## config.mk

```make
export PLATFORM = sky130hd
export DESIGN_NAME = uart_rx_frame_deserializer
export DESIGN_NICKNAME = d
export VERILOG_FILES = /design/src/rtl/uart_pkg.sv /design/src/rtl/uart_rx_out_reg.sv /design/src/rtl/uart_rx_frame_deserializer.sv
export SDC_FILE = /design/constraint.sdc
export NUM_CORES = 1
export LEC_CHECK = 0
export CAP_MARGIN = 25
export CORE_UTILIZATION = 30
export CTS_CLUSTER_DIAMETER = 200
export DETAILED_ROUTE_END_ITERATION = 12
export GPL_TIMING_DRIVEN = 0
export PLACE_DENSITY_LB_ADDON = 0.08
export REMOVE_ABC_BUFFERS = 1
export SYNTH_ARGS = -nofsm -noshare
export SYNTH_HDL_FRONTEND = slang
export SYNTH_SLANG_ARGS = --single-unit
```

## constraint.sdc

```tcl
create_clock -name clk -period 1.8 [get_ports clk]
set_clock_uncertainty 0.2 [all_clocks]
set_input_delay 0.36 -clock clk [delete_from_list [all_inputs] [get_ports clk]]
set_output_delay 0.36 -clock clk [all_outputs]
set_load 0.03 [all_outputs]
```

## src/rtl/uart_pkg.sv

```systemverilog
// Shared types for the UART RX frame deserializer.
// Latency: n/a (types and constants only).
// Backpressure: n/a.
package uart_pkg;

    typedef enum logic [2:0] {
        IDLE   = 3'd0,
        DATA   = 3'd1,
        PARITY = 3'd2,
        STOP1  = 3'd3,
        STOP2  = 3'd4
    } rx_state_e;

    localparam logic START_BIT_VAL = 1'b0;

endpackage

```

## src/rtl/uart_rx_out_reg.sv

```systemverilog
// One-entry valid/ready holding register with overrun detection.
// Latency: 1 clk from i_load_vld to o_vld.
// Backpressure: a load while full and not being drained is dropped and pulses o_overrun.
module uart_rx_out_reg #(
    parameter int W = 10
) (
    input  logic         clk,
    input  logic         rst_n,
    input  logic         i_load_vld,
    input  logic [W-1:0] i_load_dat,
    input  logic         i_rdy,
    output logic         o_vld,
    output logic [W-1:0] o_dat,
    output logic         o_overrun
);

    logic         r_vld;
    logic [W-1:0] r_dat;
    logic         r_overrun;

    always_ff @(posedge clk or negedge rst_n) begin
        if (!rst_n) begin
            r_vld     <= 1'b0;
            r_dat     <= '0;
            r_overrun <= 1'b0;
        end else begin
            r_overrun <= 1'b0;
            if (i_load_vld) begin
                // A drain in the same cycle frees the slot for the new frame.
                if (!r_vld || i_rdy) begin
                    r_vld <= 1'b1;
                    r_dat <= i_load_dat;
                end else begin
                    r_overrun <= 1'b1;
                end
            end else if (r_vld && i_rdy) begin
                r_vld <= 1'b0;
            end
        end
    end

    assign o_vld     = r_vld;
    assign o_dat     = r_dat;
    assign o_overrun = r_overrun;

endmodule

```

## src/rtl/uart_rx_frame_deserializer.sv

```systemverilog
// UART RX frame sequencer: places strobed samples into start/data/parity/stop fields.
// Latency: frame presented 1 clk after the final stop strobe; parity checked only with UART_DESER_PARITY_CHK_EN.
// Backpressure: one-entry output register; a frame arriving while it is full and undrained is dropped (overrun).
module uart_rx_frame_deserializer
    import uart_pkg::*;
#(
    parameter int DATA_W = 8,
    parameter int CNT_W  = 4
) (
    input  logic              clk,
    input  logic              rst_n,
    input  logic              cfg_par_en,
    input  logic              cfg_par_odd,
    input  logic              cfg_stop2,
    input  logic              bit_strobe,
    input  logic              sampled_bit,
    input  logic              frame_abort,
    output logic [DATA_W-1:0] data_out,
    output logic              data_valid,
    input  logic              data_ready,
    output logic              framing_err,
    output logic              parity_err,
    output logic              overrun,
    output logic              busy
);

    rx_state_e         r_state;
    rx_state_e         w_state_nxt;
    logic [CNT_W-1:0]  r_cnt;
    logic [DATA_W-1:0] r_shreg;
    logic              r_par_en;
    logic              r_stop2;
    logic              r_stop_err;
    logic              w_last_data;
    logic              w_commit;
    logic              w_frame_err;
    logic              w_par_err;
    logic [DATA_W+1:0] w_out_dat;

    assign w_last_data = (r_cnt == CNT_W'(DATA_W - 1));

    always_comb begin
        w_state_nxt = r_state;
        w_commit    = 1'b0;
        if (frame_abort) begin
            w_state_nxt = IDLE;
        end else if (bit_strobe) begin
            case (r_state)
                IDLE:    if (sampled_bit == START_BIT_VAL) w_state_nxt = DATA;
                DATA:    if (w_last_data) w_state_nxt = r_par_en ? PARITY : STOP1;
                PARITY:  w_state_nxt = STOP1;
                STOP1: begin
                    if (r_stop2) begin
                        w_state_nxt = STOP2;
                    end else begin
                        w_state_nxt = IDLE;
                        w_commit    = 1'b1;
                    end
                end
                STOP2: begin
                    w_state_nxt = IDLE;
                    w_commit    = 1'b1;
                end
                default: w_state_nxt = IDLE;
            endcase
        end
    end

`ifdef UART_DESER_PARITY_CHK_EN
    logic r_par_odd;
    logic r_par_bit;
`endif

    always_ff @(posedge clk or negedge rst_n) begin
        if (!rst_n) begin
            r_state    <= IDLE;
            r_cnt      <= '0;
            r_shreg    <= '0;
            r_par_en   <= 1'b0;
            r_stop2    <= 1'b0;
            r_stop_err <= 1'b0;
`ifdef UART_DESER_PARITY_CHK_EN
            r_par_odd  <= 1'b0;
            r_par_bit  <= 1'b0;
`endif
        end else begin
            r_state <= w_state_nxt;
            if (frame_abort) begin
                r_cnt <= '0;
            end else if (bit_strobe) begin
                case (r_state)
                    IDLE: begin
                        if (sampled_bit == START_BIT_VAL) begin
                            r_cnt      <= '0;
                            r_par_en   <= cfg_par_en;
                            r_stop2    <= cfg_stop2;
                            r_stop_err <= 1'b0;
`ifdef UART_DESER_PARITY_CHK_EN
                            r_par_odd  <= cfg_par_odd;
`endif
                        end
                    end
                    DATA: begin
                        r_shreg <= {sampled_bit, r_shreg[DATA_W-1:1]};
                        r_cnt   <= w_last_data ? '0 : r_cnt + 1'b1;
                    end
`ifdef UART_DESER_PARITY_CHK_EN
                    PARITY: r_par_bit <= sampled_bit;
`endif
                    STOP1:  r_stop_err <= ~sampled_bit;
                    default: ;
                endcase
            end
        end
    end

    // Only a 0 can start a frame, so the start bit can never flag a framing error.
    assign w_frame_err = r_stop_err | ~sampled_bit;

`ifdef UART_DESER_PARITY_CHK_EN
    assign w_par_err = r_par_en & (^{r_shreg, r_par_bit} ^ r_par_odd);
`else
    logic w_unused_par_odd;
    assign w_unused_par_odd = cfg_par_odd;
    assign w_par_err        = 1'b0;
`endif

    uart_rx_out_reg #(
        .W (DATA_W + 2)
    ) u_out_reg (
        .clk        (clk),
        .rst_n      (rst_n),
        .i_load_vld (w_commit),
        .i_load_dat ({w_par_err, w_frame_err, r_shreg}),
        .i_rdy      (data_ready),
        .o_vld      (data_valid),
        .o_dat      (w_out_dat),
        .o_overrun  (overrun)
    );

    assign data_out    = w_out_dat[DATA_W-1:0];
    assign framing_err = w_out_dat[DATA_W];
    assign parity_err  = w_out_dat[DATA_W+1];
    assign busy        = (r_state != IDLE);

endmodule

```

==> results.ini <==
[power]
finalPower_uw = 1810
leakage_uw = 0.000913
vdd_drop_max_mv = 0.745
powerDensity_nw_per_um2 = 998

[global_routing]
grt_pass1_wl_um = 4480
grtUsageTotal = 0.137
grt_max_degree = 16
grt_overflow = 0
grt_pass1_vias = 956
antenna_found_initial = 0

[synth]
netlist_area_um2 = 1300
ys_seq_area_frac = 0.557
synth_area_leader_cell = dfrtp_1
ys_types = 34
synthTopCellsByArea = dfrtp_1 (56%), mux2_2 (16%), nand2b_1 (2.4%)
yosys_register_bits = 29
yosysWarnings = 0
avgSynthCellArea_um2 = 12.2
netlist_instances = 107
yosysTopAreaCellShare = 0.557

[final_layout]
area_delta_synth_final_pct = 39.1
n_antenna_cell = 0
layout_commonest_cell = dfrtp_1
fin_area_um2 = 1810
multiInputGateArea_um2 = 613
fin_util = 0.443
area.sequential_um2 = 729
drive_above_1_share = 0.357
nNetsFinal = 149
final_cell_mix = dfrtp_1 (26), mux2_2 (17), dlygate4sd2_1 (12)
nFillCells = 388

[sta]
worst_pin_slew_ns = 0.807
max_freq_mhz = 549
slew_violations = 0
final_hold_viol_count = 0
rsz0062_at_grt = true
setup_violations = 1
slew_headroom = 0.460
fin_crit_ns = 1.82
hold_ws_ns = 0.303
finalCritPeriodShare = 1.01
worst_slack_ns = -0.0216

[die]
die_width_um = 67.9
io_pins = 22
die_area_um2 = 4610
std_cell_rows = 23
coreArea_um2 = 4090
start_util = 0.319
die_h_um = 67.9

[placed_design]
dpl_cell_area_um2 = 1550
gp_congestion = 0.704
io_buffers = 19
dpl.hpwl_um = 1670

[clock_tree]
clock_sinks = 29
cts_max_level = 2
numCtsBuffers = 5
cts.clk_slew.worst_paths_ns = 0.06
cts_hold_buf = 0
cts_buffer_depth = 2
root_buffer = clkbuf_8
insertion_delay_ns = 0.28
cts_tree = built

[routing]
drt_first_pass_iters = 3
antenna_left = 0
drt_iter0_markers = 37
drt-wirelength-per-cell_um = 13.9
finalWirelength_um = 2630
drc = 0
dr_total_vias = 936
vias_per_cell = 4.93

[worst_setup_path]
cp_max_fo = 6
crit_required_ns = 1.24
rrSetupSlack_ns = 0
endpoint_kind = primary output
crit_end = busy
startpoint = r_state[1]
crit_type = flip-flop to primary output
r2r-end = r_cnt[3]
crit_arrival_ns = 1.26
rr_worst_depth = 4
start_kind = flip-flop
rr_startpoint = r_state[0]

[run_status]
status = finished with violations
violations = setup timing

[hold_path]
hold_path_class = flip-flop to flip-flop
holdPathStages = 1

[job]
drv_cap = 0

through the flow:
step,std cells,setup slack [ns],TNS (ns)
floorplan,102,-0.0298,-0.219
global placement,171,-0.856,-27.37
detailed placement,172,-0.798,-15.53
CTS,187,-0.0117,-0.0117
global route,190,-0.0819,-0.698
finish,190,-0.0216,-0.0216
per-layer routing:
layer / share of wire / track usage / wire [µm]
met1: 0.45 / 0.168 / 1200
met2: 0.49 / 0.212 / 1280
met3: 0.044 / 0.0417 / 117
met4: 0.014 / 0.0781 / 36
met5: 0 / 0 / 0
worst min-delay path by stage:
stage                     slack [ns]                from            endpoint
after floorplan                -0.14               rst_n            r_cnt[0]
after global placement          0.29  u_out_reg.o_dat[4]  u_out_reg.o_dat[4]
after detailed placement        0.29  u_out_reg.o_dat[8]  u_out_reg.o_dat[8]
after CTS                       0.30  u_out_reg.o_dat[8]  u_out_reg.o_dat[8]
after global routing            0.32          r_shreg[0]          r_shreg[0]
final                           0.30          r_shreg[0]          r_shreg[0]
state kept, by name (all words and copies together), names as in the netlist:
signal,cells
r_par_en,1
r_shreg,8
r_stop_err,1
r_stop2,1
u_out_reg.o_dat,9
u_out_reg.o_vld,1
r_cnt,4
r_state,3
u_out_reg.o_overrun,1
critical path, cell delays in order, from the launching register on:
cell and delay (ns):
dfrtp_2 0.43, or3_4 0.41, buf_6 0.15
Yosys cell counts:
cell type,number
o211ai_1,1
ha_1,1
and2b_1,2
nor4bb_1,1
a22o_1,1
nor3b_1,3
o21ai_0,6
clkbuf_1,1
o22ai_1,1
conb_1,1
nand2b_1,5
nor3_1,1
nand3_1,1
inv_1,4
a21oi_1,1
or3_1,2
or4_1,1
nand2_1,5
o21ai_1,1
a32oi_1,1
nor2b_1,2
buf_2,1
or4b_4,1
a32o_1,1
buf_4,2
nand4_1,2
a21o_1,2
o311ai_0,1
buf_6,1
mux2_2,18
a31oi_1,1
nor2_1,4
o21bai_1,2
dfrtp_1,29
where the power goes:
part	internal [µW]	total [µW]	switching [µW]
logic	170	290	120
clock network	451	696	245
registers	749	822	73.0
total	1370	1810	437
logic make-up after synthesis:
group | after synthesis | synth area share
flops | 29 | 0.557
compound gates | 19 | 0.0970
fa+ha+maj | 1 | 0.00960
simple gates | 30 | 0.139
other cells | 1 | 0.00288
mux | 18 | 0.156
buf+inv | 9 | 0.0384
final cells by class:
| type | count | area share |
|---|---|---|
| clock buffers | 7 | 0.0477 |
| clock inverters | 1 | 0.0166 |
| flip-flops and latches | 29 | 0.403 |
| inverters | 4 | 0.00829 |
| well taps | 50 | 0.0345 |
| repair buffers | 29 | 0.152 |
| multi-input cells | 70 | 0.338 |
repair_timing:
action,in CTS,in global routing
setup buffers,6,3
gates cloned,1,0
pin swaps,2,3
setup endpoints to repair,35,22
resized for setup,35,7
hold endpoints to repair,0,0
No activity file was read; power rests on OpenSTA's default activity.
